**config.mk**
```make
export PLATFORM = sky130hd
export DESIGN_NAME = fir_coeff_loader
export DESIGN_NICKNAME = d
export VERILOG_FILES = /design/src/rtl/fir_coeff_loader.sv
export SDC_FILE = /design/constraint.sdc
export NUM_CORES = 1
export LEC_CHECK = 0
export CORE_UTILIZATION = 38
export DETAILED_ROUTE_END_ITERATION = 6
export PLACE_DENSITY_LB_ADDON = 0.25
export SYNTH_ARGS = -nofsm -noshare
export SYNTH_HDL_FRONTEND = slang
export SYNTH_SLANG_ARGS = --single-unit
```
**constraint.sdc**
```tcl
create_clock -name user_clk -period 2.93 [get_ports user_clk]
set_input_delay 0.7325 -clock user_clk [delete_from_list [all_inputs] [get_ports user_clk]]
set_output_delay 0.7325 -clock user_clk [all_outputs]
set_load 0.02 [all_outputs]
```
**src/rtl/fir_coeff_loader.sv**
```systemverilog
// FIR coefficient loader: turns software register strobes into shadow-bank RAM writes
// and applies bank swaps on FIR frame boundaries. Optional checksum: FIR_COEFF_CHECKSUM_EN.
module fir_coeff_loader #(
    parameter int AW = 8,
    parameter int CW = 16
) (
    input  logic          user_clk,
    input  logic          user_rst_n,
    input  logic [31:0]   reg_data,
    input  logic          sync_in,
    output logic          coeff_we,
    output logic [AW:0]   coeff_addr,
    output logic [CW-1:0] coeff_data,
    output logic          bank_sel,
    output logic          swap_pending,
    output logic [AW:0]   load_count,
    output logic [31:0]   coeff_sum
);

    // state     | meaning
    // IDLE      | no write in flight, no swap pending
    // WRITE     | coeff_we asserted this cycle
    // SWAP_WAIT | swap requested, waiting for sync_in outside WRITE
    typedef enum logic [1:0] {IDLE, WRITE, SWAP_WAIT} state_t;

    state_t          state_q, state_d;
    logic            wr_strb_q, sw_strb_q;
    logic [AW:0]     coeff_addr_q, coeff_addr_d;
    logic [CW-1:0]   coeff_data_q, coeff_data_d;
    logic            bank_sel_q, bank_sel_d;
    logic            swap_pending_q, swap_pending_d;
    logic [AW:0]     load_count_q, load_count_d;
    logic            wr_req, sw_req, swap_apply;
    logic            unused_reg;

    assign unused_reg = ^reg_data;

    assign wr_req     = reg_data[31] & ~wr_strb_q;
    assign sw_req     = reg_data[30] & ~sw_strb_q;
    // A swap never lands on the cycle a write is being issued.
    assign swap_apply = sync_in & swap_pending_q & (state_q != WRITE);

    always_comb begin
        state_d        = state_q;
        coeff_addr_d   = coeff_addr_q;
        coeff_data_d   = coeff_data_q;
        bank_sel_d     = bank_sel_q;
        swap_pending_d = swap_pending_q;
        load_count_d   = load_count_q;

        if (wr_req) begin
            coeff_addr_d = {~bank_sel_q, reg_data[16 +: AW]};
            coeff_data_d = reg_data[CW-1:0];
        end

        if ((state_q == WRITE) && (load_count_q != '1))
            load_count_d = load_count_q + {{AW{1'b0}}, 1'b1};

        if (swap_apply) begin
            bank_sel_d     = ~bank_sel_q;
            swap_pending_d = 1'b0;
            load_count_d   = '0;
        end

        // A fresh swap edge is never lost, even if an older swap is applied now.
        if (sw_req)
            swap_pending_d = 1'b1;

        case (state_q)
            IDLE: begin
                if (wr_req)
                    state_d = WRITE;
                else if (swap_pending_d)
                    state_d = SWAP_WAIT;
            end
            WRITE: begin
                if (wr_req)
                    state_d = WRITE;
                else if (swap_pending_d)
                    state_d = SWAP_WAIT;
                else
                    state_d = IDLE;
            end
            SWAP_WAIT: begin
                if (wr_req)
                    state_d = WRITE;
                else if (!swap_pending_d)
                    state_d = IDLE;
            end
            default: state_d = IDLE;
        endcase
    end

    always_ff @(posedge user_clk or negedge user_rst_n) begin
        if (!user_rst_n) begin
            state_q        <= IDLE;
            wr_strb_q      <= 1'b1;
            sw_strb_q      <= 1'b1;
            coeff_addr_q   <= '0;
            coeff_data_q   <= '0;
            bank_sel_q     <= 1'b0;
            swap_pending_q <= 1'b0;
            load_count_q   <= '0;
        end else begin
            state_q        <= state_d;
            wr_strb_q      <= reg_data[31];
            sw_strb_q      <= reg_data[30];
            coeff_addr_q   <= coeff_addr_d;
            coeff_data_q   <= coeff_data_d;
            bank_sel_q     <= bank_sel_d;
            swap_pending_q <= swap_pending_d;
            load_count_q   <= load_count_d;
        end
    end

`ifdef FIR_COEFF_CHECKSUM_EN
    logic [31:0] sum_q, sum_d;

    always_comb begin
        sum_d = sum_q;
        if (swap_apply)
            sum_d = '0;
        else if (state_q == WRITE)
            sum_d = sum_q + 32'(coeff_data_q);
    end

    always_ff @(posedge user_clk or negedge user_rst_n) begin
        if (!user_rst_n)
            sum_q <= '0;
        else
            sum_q <= sum_d;
    end

    assign coeff_sum = sum_q;
`else
    assign coeff_sum = '0;
`endif

    assign coeff_we     = (state_q == WRITE);
    assign coeff_addr   = coeff_addr_q;
    assign coeff_data   = coeff_data_q;
    assign bank_sel     = bank_sel_q;
    assign swap_pending = swap_pending_q;
    assign load_count   = load_count_q;

endmodule

```
== Word level (Yosys, flattened, before mapping) ==
Index checks and enable logic that the tools add are counted.

* Add/sub/neg operators: 1
* Div/mod/pow operators: 0
* Shifts and indexed selects: 0
* Reduce and logical (&&, ||, !) cells: 4
* Bitwise logic cells: 7
* $mul: 0
* Mux-type cells: 11
* Eq/ne operators: 6
* Order comparisons: 0

{| class="wikitable"
|+ Operators with widths
! cell !! count
|-
| 2-to-1 mux 9 bit || 2
|-
| 2-to-1 mux 2 bit || 6
|-
| adder 9 x 1 -> 9 bit (second input constant) || 1
|-
| inequality test 9 bit (second input constant) || 1
|-
| inequality test 3 bit (second input constant) || 2
|-
| case mux 2 bit (3 select lines) || 1
|-
| bitwise AND 1 bit || 4
|-
| NOT 1 bit || 3
|-
| equality test 2 x 1 -> 1 bit (second input constant) || 1
|-
| equality test 2 bit (second input constant) || 1
|-
| logical NOT 2 bit || 1
|-
| 2-to-1 mux 1 bit || 2
|-
| inequality test 2 x 1 -> 1 bit (second input constant) || 1
|-
| AND reduction 2 bit || 1
|-
| nonzero test 2 bit || 1
|-
| logical AND 1 bit || 1
|}

* Input bits: 35
* Output and inout port bits: 69
* Flip-flop bits (word level): 40
* ROM bits: 0
* Word-level logic and storage cells: 37
* Bits in writable memories: 0
* Memories: 0
* Bits in latches: 0

== Longest topological paths before layout ==
Gate-level depths: netlist (run 1).

* Word-level depth: 7
* Gate-level depth with buffers: 8
* Depth with buffers taken out: 7

== Worst setup path before layout (run 1) ==
Ideal clock, no wire load.

* Path type: flip-flop to flip-flop
* Start point: register load_count_q[0], in the netlist load_count[0]
* End point: register load_count_q[7], in the netlist load_count[7]
* Cell stages (with the launch flop): 8
* Data arrival time: 2.076 ns
* Clock period less this slack: 2.154 ns
* Path slack: 0.776 ns
* Path buffers: 0
* Setup time: 0.079 ns
* Data required time: 2.851 ns
* Cell sequence: dfrtp_1 ha_1 nand3_1 nor3_1 ha_1 or3b_4 or4_1 a21oi_1

* Cells in the longest elaborated chain, start to end: 3
* Elaborated cells on any way between the ends: 6
* Classes of those cells: add/sub: 1; eq/ne: 1; mux: 2; reduce/logical: 2

{| class="wikitable"
|+ Ends and longest elaborated chain
! item !! line !! text
|-
| start, declared || 32 || <nowiki>logic [AW:0] load_count_q, load_count_d;</nowiki>
|-
| start signal, assigned || 112 || <nowiki>load_count_q <= load_count_d;</nowiki>
|-
| adder 9 x 1 -> 9 bit / inequality test 9 bit (equally long branches) || 57, 56 ||
|-
| 2-to-1 mux 9 bit / logical AND 1 bit (equally long branches) || 56 || <nowiki>if ((state_q == WRITE) && (load_count_q != '1))</nowiki>
|-
| 2-to-1 mux 9 bit / nonzero test 2 bit (equally long branches) || - ||
|}

Parallel ways exist; a longest one is shown, timed or not. The select of a mux whose other input is x is not followed.
A chain may end at the register's enable or synchronous reset.

== Worst setup path after layout (run 1) ==
* Start point: register state_q[1]
* End point: output port coeff_we

* Cells in the longest elaborated chain, start to end: 1

{| class="wikitable"
|+ Ends and longest elaborated chain
! item !! line !! text
|-
| start, declared || 26 || <nowiki>state_t state_q, state_d;</nowiki>
|-
| start signal, assigned || 105 || <nowiki>state_q <= state_d;</nowiki>
|-
| equality test 2 x 1 -> 1 bit || 139 || <nowiki>assign coeff_we = (state_q == WRITE);</nowiki>
|-
| end, declared || 11 || <nowiki>output logic coeff_we,</nowiki>
|}

No other way between the ends.

==> impl_metrics.ini, run 1 <==
[cts]
cts_made_buffers = 5
cts_tree = built
clkLatencyLatePin_ns = 0.29
htree_num_levels = 2
post_cts_resized = 0
clockRootBuffer = clkbuf_8
numClockSinks = 40
cts_setup_buffers = 0
clockBufferDepth = 2
clk_pin_slew_ns = 0.08
hold_buffers = 0

[global_route]
grt_pass1_wl_um = 6170
antenna_found_initial = 0
grt_util_all_layers = 0.157
grt_pass1_vias = 1304
grt_overflow = 0
grt_max_degree = 41

[synth]
syn_avg_cell_area_um2 = 9.24
ys_types = 28
seq_area_frac_synth = 0.540
ys_ff_latch = 40
syn-instance-count = 201
synth_area_um2 = 1860
ys_warn_count = 0

[floorplanning]
start_util = 0.393
num_io_pins = 104
core_um2 = 4720
die_w_um = 71.9
die_area_um2 = 5170
num_rows = 25
die_h_um = 71.9

[sta]
setup_slack_ns = 0.601
rsz0062_at_grt = false
maxSlewViolCount = 0
fin_hold_ws_ns = 0.476
setup_violations = 0
tns_ns = 0
finalHoldViolations = 0
timing.slew.headroom = 0.406
fin_crit_sh = 0.795
max_freq_mhz = 429
skew_ns = 0.00455
min_period_ns = 2.33
worst_pin_slew_ns = 0.891

[placement]
numPortBuffers = 65
dpl.hpwl_um = 2610
post-place-ws_ns = 0.677
dp_cells = 328
gp_congestion = 0.678
dpl_cell_area_um2 = 2460

[cells_and_area]
areaGrowthSynthToFinish_pct = 38.5
instances_no_fill = 336
final_design_area_no_fill_um2 = 2570
final_core_util = 0.545
final_layout_size_suffix_gt1_frac = 0.0669
nets = 305
diodes = 0

[critical_path]
critPathCaptureType = primary output
cp_cell_sequence = nor2b_1 -> clkdlybuf4s50_1
crit_slowest_cell = clkdlybuf4s50_1
cp.arrival_ns = 1.60
cpLargestDelayFamily = buffers and inverters
crit_buf_inv = 1
crit_required_ns = 2.20
critPathMaxFanout = 4
critical_path_class = reg -> out
max_stage_delay_ns = 0.66
worst_setup_path_start_kind = flip-flop

[power_and_ir_drop]
leakagePower_nw = 1.24
powerDensity_nw_per_um2 = 605
power_mw = 1.56
ir_worst_vdd_mv = 0.347

[status]
status = complete, no violations

[drt]
drtPass1Iterations = 4
vias = 1433
first_iter_violations = 88
vias_per_cell = 4.26
drc = 0
routed_wl_um = 3820
drt.antenna.violating_nets = 0
wl_per_cell_um = 11.4

[job]
max_cap_violations = 0

[hold_path]
hold_path_class = reg -> reg
## registers in the layout (all words and copies together) (netlist names)
signal        flops
swap_pending      1
sw_strb_q         1
wr_strb_q         1
state_q           2
bank_sel          1
load_count        9
coeff_data       16
coeff_addr        9
## where the power goes
group | total [mW] | switching (mW) | internal (mW)
sequential | 0.680 | 0.0540 | 0.626
combinational | 0.424 | 0.230 | 0.194
clock | 0.453 | 0.201 | 0.252
## kinds of logic (layout without fill, tap and decap cells)
logic type | after synthesis | after routing | synth area share
compound gates | 16 | 16 | 0.0525
mux | 2 | 2 | 0.0108
buf+inv | 42 | 79 | 0.150
fa+ha+maj | 2 | 2 | 0.0135
simple gates | 96 | 96 | 0.222
other cells | 1 | 32 | 0.00202
xor+xnor | 2 | 2 | 0.00943
flops | 40 | 40 | 0.540
## cells in the mapped netlist, drive strengths merged
library cell	n	area, um^2
nand2	76	285
dfrtp	38	951
buf	33	245
a21oi	6	30.0
clkbuf	6	22.5
o21ai	5	25.0
inv	3	11.3
nand3	3	15.0
nor2	3	11.3
or3	3	18.8
dfstp	2	52.6
ha	2	25.0
mux2i	2	20.0
nand2b	2	12.5
nor2b	2	12.5
o31ai	2	15.0
or4	2	15.0
xor2	2	17.5
a221oi	1	8.76
conb	1	3.75
nand4	1	6.26
nor3	1	5.00
nor3b	1	12.5
nor4	1	6.26
o21ba	1	10.0
o31a	1	8.76
or3b	1	11.3
## layer usage
| layer | vias up | share of wire | GRT usage |
|---|---|---|---|
| met5 | - | 0 | 0 |
| met4 | 0 | 0.0063 | 0.0784 |
| met3 | 2 | 0.051 | 0.0389 |
| met2 | 60 | 0.48 | 0.244 |
| met1 | 663 | 0.46 | 0.206 |
| li1 | 708 | - | - |
## worst paths after layout
kind                                            startpoint                          to  slack, ns  cells past startpoint
worst max-delay path                state_q[1]$_DFFE_PN0P_                    coeff_we       0.60                      2
worst min-delay path            coeff_data[10]$_DFFE_PN0P_  coeff_data[10]$_DFFE_PN0P_       0.48                      2
worst max register to register   load_count[0]$_DFFE_PN0P_   load_count[7]$_DFFE_PN0P_       0.65                      7
worst min register to register  coeff_data[10]$_DFFE_PN0P_  coeff_data[10]$_DFFE_PN0P_       0.48                      2
max in group asynchronous                       user_rst_n   coeff_data[0]$_DFFE_PN0P_       1.81                      1
min in group asynchronous                       user_rst_n  coeff_data[10]$_DFFE_PN0P_       0.56                      1
## placed cells by master, fill, tap and decap left out, types with 2 or more instances in the layout
cell | Yosys | layout
nand2_1 | 76 | 76
clkdlybuf4s50_1 | 0 | 64
dfrtp_1 | 38 | 38
conb_1 | 1 | 32
a21oi_1 | 6 | 6
o21ai_0 | 5 | 5
clkbuf_8 | 0 | 5
inv_1 | 3 | 3
nand3_1 | 3 | 3
nor2_1 | 3 | 3
or3_1 | 3 | 3
buf_4 | 32 | 3
nand2b_1 | 2 | 2
mux2i_1 | 2 | 2
xor2_1 | 2 | 2
o31ai_1 | 2 | 2
or4_1 | 2 | 2
ha_1 | 2 | 2
dfstp_2 | 2 | 2
## tightest hold or removal path, cell delays in order (launching register included)
cell and delay (ns):
dfrtp_1 0.35, nand2_1 0.05, nand2_1 0.05
## area by class of cell
type | instances | area (um^2)
clock buffer | 5 | 68.8
clock inverter | 3 | 42.5
inverter | 3 | 11.3
tap | 67 | 83.8
timing repair buffer | 68 | 668
fill | 427 | 2150
sequential | 40 | 1000
multi-input combinational | 150 | 694
(Power assumes the default switching activity.)
==> inputs of run 2 (changes only) <==
CORE_UTILIZATION = 35   (was 38)
clock period = 1.93 ns   (was 2.93 ns; I/O delays follow)
==> run 2 against run 1 <==
- first-iteration DRC count fell by 26%
- critical path type is now reg -> reg
- combinational power rose by 65%
- cell count grew 4.5%
- clock power grew 64%
- setup slack worse by 0.60 ns
- sequential share of layout area shrank 2.3 points
- largest power group unchanged
==> impl_metrics.ini, run 2 (synthesized netlist as in run 1, its figures left out) <==
[status]
status = complete, no violations

[drt]
drc = 0
vias = 1514
routed_wl_um = 3880
first_iter_violations = 65
drt.antenna.violating_nets = 0
vias_per_cell = 4.31
wl_per_cell_um = 11.0
drtPass1Iterations = 4

[power_and_ir_drop]
share_comb_of_total_power = 0.283
switching_share = 0.295
clockPowerShare = 0.300
ir_worst_vdd_mv = 0.568
p_switching_uw = 731
powerDensity_nw_per_um2 = 903
p_int_mw = 1.74
leakagePower_nw = 1.34
pwr-share-seq = 0.417

[critical_path]
critical_path_class = reg -> reg
endpoint = load_count[6]$_DFFE_PN0P_
critPathCaptureType = flip-flop
max_stage_delay_ns = 0.43
cp_cell_sequence = ha_4 -> nand3_4 -> nor3_2 -> ha_2 -> or3b_4 -> or4_1 -> a21oi_1
reg2reg_to = load_count[6]$_DFFE_PN0P_
regToRegSetupSlack_ns = 0.005
cp.arrival_ns = 2.14
worst_setup_path_start_kind = flip-flop
worstSetupStartpoint = load_count[1]$_DFFE_PN0P_
crit_required_ns = 2.15
worst_r2r_path_depth = 7
crit_slowest_cell = dfrtp_2
r2r_start = load_count[1]$_DFFE_PN0P_
critPathMaxFanout = 7

[placement]
gp_congestion = 0.729
numPortBuffers = 65
dpl_cell_area_um2 = 2580
post-place-ws_ns = -0.0189
dpl.hpwl_um = 2810

[floorplanning]
core_um2 = 5110
num_rows = 26
die_area_um2 = 5600
num_io_pins = 104
die_h_um = 74.9
start_util = 0.364
die_w_um = 74.9

[sta]
fin_hold_ws_ns = 0.126
setup_slack_ns = 0.00524
fin_crit_sh = 0.997
min_period_ns = 1.92
rsz0062_at_grt = true
max_freq_mhz = 520
tns_ns = 0
setup_violations = 0
skew_ns = 0.00328
finalHoldViolations = 0
maxSlewViolCount = 0

[cts]
clk_pin_slew_ns = 0.08
cts_tree = built
htree_num_levels = 2
numClockSinks = 40
clockBufferDepth = 2
cts_made_buffers = 5
clkLatencyLatePin_ns = 0.29
cts_setup_buffers = 0
clockRootBuffer = clkbuf_8

[cells_and_area]
areaGrowthSynthToFinish_pct = 47.5
final_layout_size_suffix_gt1_frac = 0.142
final_common_cell = nand2_1
fill_cells = 479
nets = 317
multi_input_area_um2 = 754
diodes = 0
largest_register_ffs = 16
register_area_um2 = 1010
mostFrequentLayoutCells = nand2_1 (76), clkdlybuf4s50_1 (61), dfrtp_1 (36), conb_1 (32), buf_4 (14)
final_design_area_no_fill_um2 = 2740

[global_route]
antenna_found_initial = 0
grt_max_degree = 21
grt_pass1_vias = 1379
grt_pass1_wl_um = 6510
grt_overflow = 0
grt_util_all_layers = 0.156

[job]
max_cap_violations = 0

[hold_path]
hold_path_class = in -> async
## run 2: layout make-up
type / count / share of cell area
inverters: 3 / 0.00411
multi-input cells: 151 / 0.275
repair buffers: 79 / 0.275
clock buffers: 7 / 0.0352
flip-flops and latches: 40 / 0.367
well taps: 70 / 0.0320
clock inverters: 1 / 0.0110
## run 2: how the worst min path moves through the flow
stage | to | slack [ns] | cells after the start
after floorplan | bank_sel$_DFFE_PN0N_ | 0.19 | 0
after global placement | coeff_data[10]$_DFFE_PN0P_ | 0.46 | 1
after detailed placement | coeff_data[10]$_DFFE_PN0P_ | 0.46 | 1
after CTS | coeff_data[10]$_DFFE_PN0P_ | 0.14 | 1
after global routing | coeff_data[10]$_DFFE_PN0P_ | 0.15 | 1
final | coeff_data[10]$_DFFE_PN0P_ | 0.13 | 1
## run 2: power by group through the flow
| stage | Clock [mW] | Sequential [mW] | Combinational, mW |
|---|---|---|---|
| global route | 0.804 | 1.05 | 0.768 |
| global placement | 0 | 1.04 | 0.696 |
| finish | 0.742 | 1.03 | 0.699 |
| floorplan | 0 | 1.18 | 0.249 |
| CTS | 0.763 | 1.03 | 0.706 |
| detailed placement | 0 | 1.04 | 0.705 |
## run 2: per-stage QoR
stage	total power [mW]	utilization	std cells
after global routing	2.62	0.537	351
after detailed placement	1.75	0.506	342
after global placement	1.74	0.506	342
after CTS	2.50	0.532	351
final	2.47	0.537	351
after floorplan	1.43	-	232
## run 2: routing by layer
layer,track usage,up-vias,wire length [um]
li1,-,737,-
met1,0.201,705,1750
met2,0.240,66,1720
met3,0.0629,6,356
met4,0.0503,0,49
met5,0,-,0
## run 2: timing repair
| action | 4_1_cts | 5_1_grt |
|---|---|---|
| hold buffers | 0 | 0 |
| endpoints found under the setup margin | 3 | 7 |
| pin swaps | 1 | 2 |
| resized for setup | 1 | 8 |
| cloned | 1 | 0 |
## run 2: critical path: cells and delay by family (launching register included)
kind | cells | cell delay [ns]
compound gates | 1 | 0.13
flops | 1 | 0.43
simple gates | 4 | 0.95
fa+ha+maj | 2 | 0.34
==> inputs of run 3 (changes only) <==
clock period = 1.63 ns   (was 1.93 ns; I/O delays follow)
==> run 3 against run 2 <==
- the flow now finishes with violations (setup timing)
- clock power grew 9.0%
- setup slack got worse by 0.27 ns
- fmax rose by 1.6%
- register-to-register slack lost 0.27 ns
- via count grew 0.53%
==> impl_metrics.ini, run 3 (synthesized netlist as in run 1, its figures left out) <==
[critical_path]
worst_setup_path_start_kind = flip-flop
critical_path_class = reg -> reg
r2r_start = load_count[1]$_DFFE_PN0P_
critPathMaxFanout = 6
reg2reg_to = load_count[7]$_DFFE_PN0P_
crit_slowest_cell = dfrtp_2
cp.arrival_ns = 2.13
regToRegSetupSlack_ns = -0.26
max_stage_delay_ns = 0.43
worst_r2r_path_depth = 7
crit_required_ns = 1.86
cp_cell_sequence = ha_4 -> nand3_4 -> nor3_2 -> ha_2 -> or3b_4 -> or4_1 -> a21oi_2
critPathCaptureType = flip-flop

[global_route]
grt_overflow = 0
grt_max_degree = 24
grt_util_all_layers = 0.152
grt_pass1_vias = 1387
antenna_found_initial = 0
grt_pass1_wl_um = 6310

[cells_and_area]
fill_cells = 496
final_layout_size_suffix_gt1_frac = 0.163
areaGrowthSynthToFinish_pct = 48.6
register_area_um2 = 1010
final_core_util = 0.540
multi_input_area_um2 = 761
final_common_cell = nand2_1
largest_register_ffs = 16
mostFrequentLayoutCells = nand2_1 (76), dfrtp_1 (36), dlygate4sd2_1 (35), conb_1 (32), clkdlybuf4s50_1 (27)
nets = 324
instances_no_fill = 358
diodes = 0

[cts]
clockRootBuffer = clkbuf_8
hold_buffers = 0
clk_pin_slew_ns = 0.08
htree_num_levels = 2
cts_made_buffers = 5
clkLatencyLatePin_ns = 0.29
numClockSinks = 40
clockBufferDepth = 2
cts_tree = built

[floorplanning]
die_area_um2 = 5600
num_io_pins = 104
die_w_um = 74.9
core_um2 = 5110
start_util = 0.364
num_rows = 26
die_h_um = 74.9

[drt]
vias_per_cell = 4.25
drc = 0
wl_per_cell_um = 10.7
vias = 1522
drt.antenna.violating_nets = 0
first_iter_violations = 65
drtPass1Iterations = 6
routed_wl_um = 3840

[sta]
setup_violations = 9
min_period_ns = 1.89
max_freq_mhz = 528
setup_slack_ns = -0.265
skew_ns = 0.00607
tns_ns = -1.63
rsz0062_at_grt = true
finalHoldViolations = 0
fin_crit_sh = 1.16
maxSlewViolCount = 0

[status]
violations = setup timing
status = finished with violations

[placement]
gp_congestion = 0.722
dp_cells = 348
post-place-ws_ns = -0.299
numPortBuffers = 65
dpl.hpwl_um = 2730

[power_and_ir_drop]
powerDensity_nw_per_um2 = 1010
ir_worst_vdd_mv = 0.606
power_mw = 2.78
leakagePower_nw = 1.44

[job]
max_cap_violations = 0

[hold_path]
hold_path_class = in -> async
## run 3: how the worst max path moves through the flow
stage / start / depth (start not counted) / slack, ns / endpoint
after global routing: load_count[1]$_DFFE_PN0P_ / 7 / -0.36 / load_count[7]$_DFFE_PN0P_
after detailed placement: load_count[1]$_DFFE_PN0P_ / 7 / -0.30 / load_count[7]$_DFFE_PN0P_
after CTS: load_count[1]$_DFFE_PN0P_ / 7 / -0.27 / load_count[7]$_DFFE_PN0P_
final: load_count[1]$_DFFE_PN0P_ / 7 / -0.26 / load_count[7]$_DFFE_PN0P_
after global placement: load_count[1]$_DFFE_PN0P_ / 7 / -0.27 / load_count[7]$_DFFE_PN0P_
after floorplan: load_count[0]$_DFFE_PN0P_ / 8 / -0.34 / load_count[4]$_DFFE_PN0P_
## run 3: area by class of cell
| cell class | instances | area share |
|---|---|---|
| multi-input cells | 151 | 0.276 |
| clock buffers | 5 | 0.0249 |
| repair buffers | 86 | 0.284 |
| flip-flops and latches | 40 | 0.364 |
| clock inverters | 3 | 0.0154 |
| well taps | 70 | 0.0317 |
| inverters | 3 | 0.00408 |
## run 3: power breakdown
| group | switching, mW | total (mW) | internal (mW) |
|---|---|---|---|
| registers | 0.0815 | 1.21 | 1.13 |
| clock network | 0.356 | 0.809 | 0.453 |
| logic | 0.442 | 0.763 | 0.321 |
## run 3: metrics by stage
step / area, um^2 / hold slack, ns
final: 2760 / 0.0250
after global routing: 2760 / 0.0473
after CTS: 2740 / 0.0340
after detailed placement: 2650 / 0.361
after global placement: 2650 / 0.364
after floorplan: 2020 / 0.112
## run 3: critical path, delay by kind of cell, from the launching register on
family | cells | cell delay, ns
adders and majority gates | 2 | 0.34
and+or+nand+nor | 4 | 0.95
DFF | 1 | 0.43
AOI/OAI and AO/OA | 1 | 0.12
## run 3: repair_timing
item	CTS	global route
endpoints found under the hold margin	0	0
pin swaps	4	2
setup endpoints to repair	46	11
setup buffers	1	0
gates resized for setup	41	6
cloned	1	0
## run 3: per-layer routing
| metal | vias up | routed length, um | global-route usage |
|---|---|---|---|
| li1 | 747 | - | - |
| met1 | 709 | 1700 | 0.185 |
| met2 | 61 | 1760 | 0.240 |
| met3 | 5 | 314 | 0.0669 |
| met4 | 0 | 57 | 0.0503 |
| met5 | - | 0 | 0 |
